$ cat src/rtl/npc_btb.sv
// npc_btb: fetch-stage next-PC unit for the pipelined MIPS CPU.
//
// Owns the F-stage PC register and predicts the next fetch address from a
// direct-mapped branch target buffer whose conditional-branch entries carry
// 2-bit saturating counters. Branch/jump resolutions arriving from D train
// the buffer and, on a wrong prediction, redirect fetch at the next edge.
//
// Ports:
//   clk             in   rising-edge clock
//   reset           in   asynchronous active-low reset
//   stall           in   hold pc_F this cycle (a redirect still wins)
//   pc_F            out  current fetch PC (registered)
//   pred_taken_F    out  prediction for the instruction at pc_F
//   pred_target_F   out  predicted target, 0 when not predicted taken
//   res_valid       in   a control-transfer instruction resolved in D
//   res_pc          in   PC of the resolved instruction
//   res_kind        in   00 branch, 01 j/jal, 10 jr/jalr, 11 ignored
//   res_taken       in   actual outcome (implied taken for jumps)
//   res_target      in   actual target
//   res_pred_taken  in   prediction carried down with the instruction
//   res_pred_target in   predicted target carried down with the instruction
//   mispredict      out  combinational; fetch redirected at the next edge
//   mispred_cnt     out  saturating count of mispredicts
module npc_btb #(
  parameter logic [31:0] PC_RESET   = 32'h0000_3000,
  parameter int          BTB_DEPTH  = 16,
  parameter logic [1:0]  CTR_INIT   = 2'b01,
  parameter bit          DELAY_SLOT = 1'b1
) (
  input  logic        clk,
  input  logic        reset,
  input  logic        stall,
  output logic [31:0] pc_F,
  output logic        pred_taken_F,
  output logic [31:0] pred_target_F,
  input  logic        res_valid,
  input  logic [31:0] res_pc,
  input  logic [1:0]  res_kind,
  input  logic        res_taken,
  input  logic [31:0] res_target,
  input  logic        res_pred_taken,
  input  logic [31:0] res_pred_target,
  output logic        mispredict,
  output logic [15:0] mispred_cnt
);

  localparam int          IDX_W    = $clog2(BTB_DEPTH);
  localparam int          TAG_W    = 30 - IDX_W;
  localparam logic [31:0] FALL_OFS = DELAY_SLOT ? 32'd8 : 32'd4;

  logic [BTB_DEPTH-1:0] r_valid;
  logic [TAG_W-1:0]     r_tag    [BTB_DEPTH];
  logic [31:0]          r_target [BTB_DEPTH];
  logic [1:0]           r_kind   [BTB_DEPTH];
  logic [1:0]           r_ctr    [BTB_DEPTH];

  logic [31:0] r_pc;
  logic [15:0] r_misCnt;

  logic [IDX_W-1:0] w_lkIdx;
  logic [TAG_W-1:0] w_lkTag;
  logic             w_lkHit;
  logic [IDX_W-1:0] w_resIdx;
  logic [TAG_W-1:0] w_resTag;
  logic             w_resHit;
  logic             w_effTaken;
  logic             w_update;
  logic [31:0]      w_nextPc;
  logic             w_unused;

  // Word-aligned PCs: the two low address bits never take part in lookup.
  assign w_unused = &{1'b0, pc_F[1:0], res_pc[1:0]};

  assign w_lkIdx  = r_pc[IDX_W+1:2];
  assign w_lkTag  = r_pc[31:IDX_W+2];
  assign w_resIdx = res_pc[IDX_W+1:2];
  assign w_resTag = res_pc[31:IDX_W+2];

  // Zero-latency lookup on the current fetch PC; jumps predict taken on any
  // hit, conditional branches only when the counter's upper bit is set.
  assign w_lkHit       = r_valid[w_lkIdx] && (r_tag[w_lkIdx] == w_lkTag);
  assign pred_taken_F  = w_lkHit && ((r_kind[w_lkIdx] != 2'b00) || r_ctr[w_lkIdx][1]);
  assign pred_target_F = pred_taken_F ? r_target[w_lkIdx] : 32'd0;
  assign pc_F          = r_pc;

  // Resolution side: jumps are always taken; reserved kind is a no-op.
  assign w_effTaken = res_taken || (res_kind != 2'b00);
  assign w_update   = res_valid && (res_kind != 2'b11);
  assign w_resHit   = r_valid[w_resIdx] && (r_tag[w_resIdx] == w_resTag);
  assign mispredict = w_update &&
                      ((w_effTaken != res_pred_taken) ||
                       (w_effTaken && (res_target != res_pred_target)));

  // A redirect outranks stall so a flushed pipeline never refetches the
  // wrong path; otherwise follow the prediction or fall through.
  always_comb begin
    w_nextPc = r_pc + 32'd4;
    if (mispredict) begin
      w_nextPc = w_effTaken ? res_target : (res_pc + FALL_OFS);
    end else if (stall) begin
      w_nextPc = r_pc;
    end else if (pred_taken_F) begin
      w_nextPc = pred_target_F;
    end
  end

  // PC register and saturating mispredict counter.
  always_ff @(posedge clk or negedge reset) begin
    if (!reset) begin
      r_pc     <= PC_RESET;
      r_misCnt <= 16'd0;
    end else begin
      r_pc <= w_nextPc;
      if (mispredict && (r_misCnt != 16'hFFFF)) begin
        r_misCnt <= r_misCnt + 16'd1;
      end
    end
  end

  assign mispred_cnt = r_misCnt;

  // Valid bits are the only BTB state that needs clearing: every update,
  // hit or allocation, leaves the addressed entry valid.
  always_ff @(posedge clk or negedge reset) begin
    if (!reset) begin
      r_valid <= '0;
    end else if (w_update) begin
      r_valid[w_resIdx] <= 1'b1;
    end
  end

  // Entry payload. Writes land at the edge, so a lookup of the same index in
  // the updating cycle still sees the old contents.
  always_ff @(posedge clk) begin
    if (w_update) begin
      if (w_resHit) begin
        if (res_kind == 2'b00) begin
          if (res_taken) begin
            r_target[w_resIdx] <= res_target;
            if (r_ctr[w_resIdx] != 2'b11) begin
              r_ctr[w_resIdx] <= r_ctr[w_resIdx] + 2'b01;
            end
          end else if (r_ctr[w_resIdx] != 2'b00) begin
            r_ctr[w_resIdx] <= r_ctr[w_resIdx] - 2'b01;
          end
        end else begin
          r_target[w_resIdx] <= res_target;
        end
      end else begin
        r_tag[w_resIdx]    <= w_resTag;
        r_target[w_resIdx] <= res_target;
        r_kind[w_resIdx]   <= res_kind;
        r_ctr[w_resIdx]    <= w_effTaken ? 2'b10 : CTR_INIT;
      end
    end
  end

endmodule
$ cat config.mk
export PLATFORM = sky130hd
export DESIGN_NAME = npc_btb
export DESIGN_NICKNAME = d
export VERILOG_FILES = /design/src/rtl/npc_btb.sv
export SDC_FILE = /design/constraint.sdc
export NUM_CORES = 1
export LEC_CHECK = 0
export CORE_ASPECT_RATIO = 1.4
export CORE_MARGIN = 1.5
export CORE_UTILIZATION = 44
export DETAILED_ROUTE_END_ITERATION = 8
export GPL_TIMING_DRIVEN = 0
export SLEW_MARGIN = 5
export SYNTH_ARGS = -nofsm -noshare
export SYNTH_HDL_FRONTEND = slang
export SYNTH_SLANG_ARGS = --single-unit
$ cat constraint.sdc
create_clock -name clk -period 9.4 [get_ports clk]
set_clock_uncertainty 0.2 [all_clocks]
set_input_delay 1.41 -clock clk [delete_from_list [all_inputs] [get_ports clk]]
set_output_delay 1.41 -clock clk [all_outputs]
set_load 0.1 [all_outputs]
Yosys cells after proc, flatten, opt, wreduce, memory -nomap -nowiden:

Memories as Yosys holds them, arrays and structs flattened.
Cells that the tools add are included.

* output and inout port bits: 82
* RAM bits: 992
* bits of input ports: 104
* word-level logic and storage cells: 83
* register bits after elaboration: 64
* memories kept: 4

Memories
* r_target: depth 16, bits a word 32, read ports 1, clocked after memory_dff 0, write ports 1, RTL line 53 `logic [31:0] r_target [BTB_DEPTH];`
* r_tag: depth 16, bits a word 26, read ports 2, clocked after memory_dff 0, write ports 1, RTL line 52 `logic [TAG_W-1:0] r_tag [BTB_DEPTH];`
* r_ctr: depth 16, bits a word 2, read ports 2, clocked after memory_dff 0, write ports 1, RTL line 55 `logic [1:0] r_ctr [BTB_DEPTH];`
* r_kind: depth 16, bits a word 2, read ports 1, clocked after memory_dff 0, write ports 1, RTL line 54 `logic [1:0] r_kind [BTB_DEPTH];`

* add/sub/neg operators: 5
* mux-type cells: 40
* reduce and logical (&&, ||, !) cells: 15
* equal/unequal tests: 8
* bitwise operators: 5
* order comparisons: 3

Operators by type and width (number)
* $mux 32: 7
* $eq 26x26->1: 2
* $add 32x3->32 const B: 1
* $add 32x4->32 const B: 1
* $ne 32x32->1: 1
* $mux 1: 27
* $add 16x1->16 const B: 1
* $ne 16x16->1 const B: 1
* $or 16x16->16: 1
* $lt 4x5->1 const B: 2
* $bmux 1 s4: 2
* $logic_and 1x1->1: 8
* $mux 2: 3
* $reduce_bool 2->1: 3
* $demux 1 s4: 1
* $ge 4x1->1 const B: 1
* $ne 2x2->1 const B: 2
* $or 1x1->1: 4
* $logic_or 1x1->1: 3
* $add 2x1->2 const B: 1
* $logic_not 2->1: 1
* $ne 2x1->1 const B: 1
* $sub 2x1->2 const B: 1
* $ne 1x1->1: 1

Longest topological paths before layout:

Gate-level depths: netlist (run 1).
An unclocked memory read counts as a cell.

* depth in word-level cells: 10
* mapped depth: 15
* gate-level depth less buffers: 10

Worst setup path before layout (run 1):

Ideal clock, no wire load.

* path kind: reg-to-output
* from: register r_pc[3], in the netlist pc_F[3]
* to: output port pred_target_F[28]
* stages on the path, launching flop included: 14
* data required time: 7.790 ns
* data arrival time: 5.110 ns
* setup slack: 2.680 ns
* path through: dfrtp_1 buf_6 buf_6 clkinv_1 mux4_2 mux2i_1 xor2_1 a2111oi_0 nand4_1 or4_1 buf_2 buf_6 clkbuf_1 nor2b_1

* word-level cells in the longest chain between the ends: 5
* elaborated cells on any way between the ends: 12
* classes of those cells: eq/ne: 1; mux: 3; reduce/logical: 4; memory: 4

Ends and longest elaborated chain
* from (decl): RTL line 57 `logic [31:0] r_pc;`
* from (signal assigned): RTL line 113 `r_pc <= w_nextPc;`
* $mem_v2 16x26, or another cell as far along
* $eq 26x26->1, or another cell as far along: RTL line 81 `assign w_lkHit = r_valid[w_lkIdx] && (r_tag[w_lkIdx] == w_lkTag);`
* $logic_and 1x1->1 / $logic_or 1x1->1 (equally long branches): RTL line 81, 82
* $logic_and 1x1->1: RTL line 82 `assign pred_taken_F = w_lkHit && ((r_kind[w_lkIdx] != 2'b00) || r_ctr[w_lkIdx][1]);`
* $mux 32 *: RTL line 83 `assign pred_target_F = pred_taken_F ? r_target[w_lkIdx] : 32'd0;`
* to (decl): RTL line 35 `output logic [31:0] pred_target_F,`

Mark *: on every way between the ends. The rest lies on a longest branch, timed or not. The select of a mux whose other input is x is not followed.

Worst setup path after layout (run 1):

* from: register r_pc[3], in the netlist pc_F[3]
* to: output port pred_target_F[30]

The elaborated chain is that of the path after synthesis.

==> metrics, run 1 <==
Worst path max stage delay=1160 ps; number of enable-type register cells in the synthesized netlist=992; final number of setup-violating endpoints=0; pwr/cell area=224.7 nW/um2; Detail Route met3 WL=14.35 mm; height of the chip=391.5 um; highest metal layer with signal wires=met5; post-synthesis sequential area ratio=0.6617; antenna violations before repair=7; vias per cell=6.436; number of resized instances in the post-cts repair step=6; Core Box Area=107,000 um2; total wire length after detailed routing=169.8 mm; clock buffers created by TritonCTS=105; total track usage=0.3126; average cell area after synthesis=17.73 um2; sort of element at the end of the critical path=output pin; filler cell count in the final layout=8,779; total area of multi-input combinational cells=15,270 um2; die width=280.5 um; total standard cell area after synthesis=47,440 um2; final slew viol count=0; count of nets after finishing=3,111; VDD IR-drop max=0.0001722 V; Wirelength per Cell=37.42 um; starting density of the core=0.4435; transition time at the pin with the least slew margin=1451 ps; synthesized instance count=2,676; fin util=0.5193; Non-Filler Instances=4,538; global-route wire length before repair=234.3 mm; pin count of the biggest net entering global routing=54; cell area after layout=55,550 um2; row count=142; most used cell, CP=sky130_fd_sc_hd__buf_6; type of origin of the critical path=flip-flop; final clock period utilization by the worst path=0.9945; number of violations of the max-capacitance limit=0; cell breakdown of the critical path=buf_6 -> buf_6 -> clkinv_1 -> mux4_2 -> mux2i_1 -> xor2_1 -> a2111oi_0 -> nand4_1 -> or4_1 -> buf_2 -> buf_6 -> clkbuf_1 -> nor2_1 -> clkdlybuf4s50_1; top flip-flop cell by instance count after synthesis=sky130_fd_sc_hd__edfxtp_1; final weighted congestion in routability-driven placement=0.9874; unrepaired setup endpoints after global routing=no; headroom to the max-slew limit=0.03263; residual DRC count=0; #FFs+latches synth=1,056; area enclosed by the die boundary=109,800 um2; clock period minus worst slack=9348 ps; CTS tree=yes; kind of path behind the tightest hold check=reg2reg; insertion delay of the later-clocked pin in the worst-skew pair=710 ps; placement-stage cell area=52,120 um2; CTS hold repair buffers=0; Synth async-reset ratio=0.06061; overflow left after global routing=0; Post-Route Hold Slack=290.3 ps; Syn. warnings=0; number of nets produced by synthesis=2,783; number of buffers added for setup after CTS=0; Critical Path AT=7740 ps; cell with the biggest individual delay on the critical path=sky130_fd_sc_hd__clkdlybuf4s50_1; fraction of final layout cells sized beyond drive strength 1=0.2105; highest-count cells in the layout ignoring fill and taps=sky130_fd_sc_hd__edfxtp_1 (992), sky130_fd_sc_hd__mux4_2 (338), sky130_fd_sc_hd__mux2i_1 (189), sky130_fd_sc_hd__clkdlybuf4s50_1 (175), sky130_fd_sc_hd__nand2_1 (109); Routed met1 length=60.29 mm; drt pass-1 iters=5; area share of the largest cell type after synthesis=0.6279; LEAKAGE=18.04 nW; met2 wire length=84.99 mm; run status=finished, final reports clean; H-tree depth=3; maximum fanout count along the critical path=10; clock-pin slew of the registers on the worst-case setup and hold paths=60 ps; dominant cell type by area after synthesis=sky130_fd_sc_hd__edfxtp_1; vias in the first global route=29,781; setup ws final=52.17 ps; Critical Path RT=7790 ps; largest cells by area after synthesis=sky130_fd_sc_hd__edfxtp_1 (63%), sky130_fd_sc_hd__mux4_2 (16%), sky130_fd_sc_hd__mux2i_1 (4.0%), sky130_fd_sc_hd__dfrtp_1 (3.3%), sky130_fd_sc_hd__xnor2_1 (1.9%); vias after detailed routing=29,207; Place WS=698.2 ps; Register Area=31,390 um2; Post-DRT Antenna Nets=0; total count of hold-check failures in the final report=0; root cell of the clock tree=sky130_fd_sc_hd__clkbuf_16; number of sinks handled by clock tree synthesis=1,056; half-perimeter wire length of the detailed placement result=121.0 mm; DR iter-0 viols=3,696; maximum clock frequency=107.0 MHz; most common cell after layout, fill and taps aside=sky130_fd_sc_hd__edfxtp_1; Placed Cells=4,337; number of different library cells in the post-synthesis netlist=78; Port Buffers=183; layout-stage area growth over the synthesis result=17.09%; number of buffers between clock root and the deepest sink=3; ports placed on the boundary=186; Setup CP Type=reg2out
==> critical path: cells and delay by family, from the launching register on <==
family	cells	cell delay [ps]
and+or+nand+nor	3	980
muxes	2	1480
DFF	1	750
xor gates and xnor gates	1	160
buffers and inverters	7	3180
AOI/OAI and AO/OA	1	410
==> registers in the layout, summed over array words and instances (netlist names) <==
register     count
r_target       512
r_tag          416
pc_F            32
r_ctr           32
r_kind          32
mispred_cnt     16
r_valid         16
==> per-layer routing <==
metal,vias up,GRT usage
li1,11613,-
met1,15385,0.3834
met2,1767,0.5272
met3,440,0.05436
met4,2,0.1694
met5,-,0
==> area by class of cell <==
type / instances / share of cell area
Sequential cell: 1056 / 0.5652
Multi-Input combinational cell: 1418 / 0.2750
Clock buffer: 139 / 0.05235
Timing Repair Buffer: 221 / 0.04726
Tap cell: 1440 / 0.03244
Buffer: 162 / 0.01572
Clock inverter: 57 / 0.009168
Inverter: 40 / 0.002703
Antenna cell: 5 / 0.0002253
==> metrics by stage <==
| stage | power, mW | TNS (ps) |
|---|---|---|
| after floorplan | 7.146 | 0 |
| after global placement | 8.286 | -916450 |
| after detailed placement | 8.331 | 0 |
| after CTS | 12.49 | 0 |
| after global routing | 12.76 | 0 |
| final | 12.48 | 0 |
==> power breakdown <==
part           leakage (nW)  internal, mW  switching (mW)  total [mW]
Sequential             9.68          5.28           0.134        5.41
Combinational          6.69         0.996            1.86        2.86
Clock                  1.67          2.37            1.84        4.21
==> synth_stat cells (all sizes together) (23+ instances only) <==
| library cell | n |
|---|---|
| a22oi | 23 |
| xor2 | 30 |
| mux2i | 189 |
| nand2 | 109 |
| inv | 37 |
| clkbuf | 68 |
| nor2b | 37 |
| buf | 94 |
| edfxtp | 992 |
| xnor2 | 103 |
| o21ai | 50 |
| dfrtp | 62 |
| a21oi | 34 |
| nand3 | 51 |
| nor3 | 30 |
| nor2 | 130 |
| mux4 | 338 |
| a211oi | 27 |
| a31oi | 25 |
==> path summary, 6_finish.rpt <==
kind	start	to	slack [ps]	depth (start not counted)
min in group asynchronous	reset	mispred_cnt[12]	340	1
max in group asynchronous	reset	pc_F[12]	8040	2
max reg2reg	pc_F[3]	pc_F[4]	3160	13
min reg2reg	r_valid[0]	r_valid[0]	290	1
max	pc_F[3]	pred_target_F[30]	50	14
min	r_valid[0]	r_valid[0]	290	1
==> logic make-up (layout without fill, tap and decap cells) <==
kind of cell | after synthesis | after routing | share of synthesized area
flip-flops | 1056 | 1056 | 0.6617
multiplexers | 535 | 535 | 0.2022
AND/OR/NAND/NOR | 470 | 470 | 0.04834
AO/OA/AOI/OAI | 277 | 277 | 0.04083
buffers and inverters | 202 | 619 | 0.02152
XOR/XNOR | 133 | 133 | 0.02455
adder cells (fa/ha/maj) | 3 | 3 | 0.0007913
other | 0 | 5 | 0
(Power assumes the default switching activity.)
==> inputs of run 2 (changes only) <==
--- a/config.mk
+++ b/config.mk
@@ -9,6 +9,7 @@
 export CORE_MARGIN = 1.5
 export CORE_UTILIZATION = 44
 export DETAILED_ROUTE_END_ITERATION = 8
+export GPL_ROUTABILITY_DRIVEN = 0
 export GPL_TIMING_DRIVEN = 0
 export SLEW_MARGIN = 5
 export SYNTH_ARGS = -nofsm -noshare
==> run 2 against run 1 <==
Compared with the run above:
- the run now ends with setup timing left
- global-route usage shrank 0.83 points
- maximum frequency fell by 1.7%
- die area is the same
- cell area increased by 0.19%
- register-to-register slack better by 90 ps
- sequential share of layout area fell by 0.11 points
- setup slack got worse by 160 ps
- largest cell class unchanged
- highest routed layer unchanged
==> metrics, run 2 (synthesis gave the netlist of run 1 again) <==
Port Buffers=183 (unchanged); residual DRC count=0 (unchanged); total count of hold-check failures in the final report=0 (unchanged); half-perimeter wire length of the detailed placement result=118.3 mm (was 121.0 mm); highest-count cells in the layout ignoring fill and taps=sky130_fd_sc_hd__edfxtp_1 (992), sky130_fd_sc_hd__mux4_2 (338), sky130_fd_sc_hd__mux2i_1 (189), sky130_fd_sc_hd__clkdlybuf4s50_1 (179), sky130_fd_sc_hd__nand2_1 (109) (was sky130_fd_sc_hd__edfxtp_1 (992), sky130_fd_sc_hd__mux4_2 (338), sky130_fd_sc_hd__mux2i_1 (189), sky130_fd_sc_hd__clkdlybuf4s50_1 (175), sky130_fd_sc_hd__nand2_1 (109)); global-route wire length before repair=228.8 mm (was 234.3 mm); drt pass-1 iters=6 (was 5); register bank with the most flops=r_target (unchanged); total wire length after detailed routing=166.2 mm (was 169.8 mm); Post-DRT Antenna Nets=0 (unchanged); overflow left after global routing=0 (unchanged); cell area after layout=55,650 um2 (was 55,550 um2); number of buffers between clock root and the deepest sink=3 (unchanged); maximum clock frequency=105.1 MHz (was 107.0 MHz); Stages on worst setup path=14 (unchanged); final slew viol count=0 (unchanged); CTS tree=yes (unchanged); vias after detailed routing=29,380 (was 29,207); kind of path behind the tightest hold check=reg2reg (unchanged); filler cell count in the final layout=8,683 (was 8,779); Non-Filler Instances=4,530 (was 4,538); sort of element at the end of the critical path=output pin (unchanged); area enclosed by the die boundary=109,800 um2 (unchanged); VDD IR-drop max=0.0001646 V (was 0.0001722 V); pin count of the biggest net entering global routing=57 (was 54); placement-stage cell area=52,180 um2 (was 52,120 um2); most common cell after layout, fill and taps aside=sky130_fd_sc_hd__edfxtp_1 (unchanged); total track usage=0.3043 (was 0.3126); root cell of the clock tree=sky130_fd_sc_hd__clkbuf_16 (unchanged); row count=142 (unchanged); cell with the biggest individual delay on the critical path=sky130_fd_sc_hd__clkdlybuf4s50_1 (unchanged); critical path's top delay family=buffers and inverters (unchanged); headroom to the max-slew limit=0.04489 (was 0.03263); final number of setup-violating endpoints=4 (was 0); Core Box Area=107,000 um2 (unchanged); WP buf/inv=7 (unchanged); most used cell, CP=sky130_fd_sc_hd__buf_6 (unchanged); number of cell instances on the worst register-to-register path=13 (unchanged); insertion delay of the later-clocked pin in the worst-skew pair=730 ps (was 710 ps); Placed Cells=4,338 (was 4,337); setup ws final=-111.5 ps (was 52.17 ps); fin util=0.5203 (was 0.5193); final clock period utilization by the worst path=1.012 (was 0.9945); unrepaired setup endpoints after global routing=no (unchanged); pwr/cell area=224.9 nW/um2 (was 224.7 nW/um2); maximum fanout count along the critical path=10 (unchanged); transition time at the pin with the least slew margin=1433 ps (was 1451 ps); fraction of final layout cells sized beyond drive strength 1=0.2129 (was 0.2105); antenna violations before repair=11 (was 7); H-tree depth=3 (unchanged); type of origin of the critical path=flip-flop (unchanged); ports placed on the boundary=186 (unchanged); violated checks=setup timing; vias in the first global route=29,521 (was 29,781); clock-pin slew of the registers on the worst-case setup and hold paths=60 ps (about the same); die width=280.5 um (unchanged); number of violations of the max-capacitance limit=0 (unchanged); Place WS=879.1 ps (was 698.2 ps); number of buffers added for setup after CTS=0 (unchanged); cell breakdown of the critical path=buf_6 -> buf_6 -> clkinv_1 -> mux4_2 -> mux2i_1 -> xor2_1 -> a2111oi_0 -> nand4_1 -> or4_1 -> buf_2 -> buf_6 -> clkbuf_1 -> nor2_1 -> clkdlybuf4s50_1 (unchanged); DR iter-0 viols=4,144 (was 3,696); Worst path max stage delay=1220 ps (was 1160 ps); layout-stage area growth over the synthesis result=17.31% (was 17.09%); height of the chip=391.5 um (unchanged); LEAKAGE=18.08 nW (was 18.04 nW); Critical Path AT=7900 ps (was 7740 ps); count of nets after finishing=3,109 (was 3,111); number of instances on the worst hold path=1 (unchanged); max reg flops=512 (unchanged); number of sinks handled by clock tree synthesis=1,056 (unchanged); largest registers ranked by flip-flop count=r_target (512), r_tag (416) (unchanged); Critical Path RT=7790 ps (about the same); clock buffers created by TritonCTS=102 (was 105); vias per cell=6.486 (was 6.436); clock period minus worst slack=9511 ps (was 9348 ps); starting density of the core=0.4435 (unchanged); Setup CP Type=reg2out (unchanged); run status=complete, but fails checks (was finished, final reports clean); Wirelength per Cell=36.69 um (was 37.42 um)
==> run 2: where the power goes <==
group | switching (mW) | internal, mW
Sequential | 0.138 | 5.28
Combinational | 1.82 | 0.997
Clock | 1.86 | 2.42
==> run 2: path summary, 6_finish.rpt <==
kind                                  from                end  slack (ps)
min in group asynchronous            reset    mispred_cnt[15]         330
worst max-delay path               pc_F[3]  pred_target_F[31]        -110
worst min register to register  r_valid[2]         r_valid[2]         290
worst min-delay path            r_valid[2]         r_valid[2]         290
worst max register to register     pc_F[3]            pc_F[4]        3250
max in group asynchronous            reset           pc_F[12]        8040
==> run 2: area by class of cell <==
class                      instances  area (um2)  area share
antenna                            4       10.01   0.0001799
buffer                           162       872.1     0.01567
clock buffer                     120        2703     0.04856
clock inverter                    68       755.7     0.01358
inverter                          40       150.1    0.002698
multi-input combinational       1418       15270      0.2745
sequential                      1056       31390      0.5641
tap                             1440        1802     0.03237
timing repair buffer             222        2695     0.04843
==> run 2: per-layer routing <==
metal | share of wire | track usage | wire [um]
met2 | 0.50 | 0.5137 | 82640
met3 | 0.090 | 0.05740 | 14960
met5 | 0.000054 | 0 | 9
met4 | 0.063 | 0.1717 | 10420
met1 | 0.35 | 0.3667 | 58200
==> run 2: what timing repair did <==
action,CTS,global route
gates resized for setup,0,3
hold buffers,0,0
endpoints found under the setup margin,0,3
==> run 2: through the flow <==
step                      setup TNS [ps]  hold slack, ps  power [mW]
final                             -281.6           293.5       12.52
after floorplan                        0           232.1       7.146
after detailed placement               0           276.0       8.286
after CTS                              0           295.9       12.50
after global placement           -713000           248.3       8.237
after global routing                   0           313.0       12.76
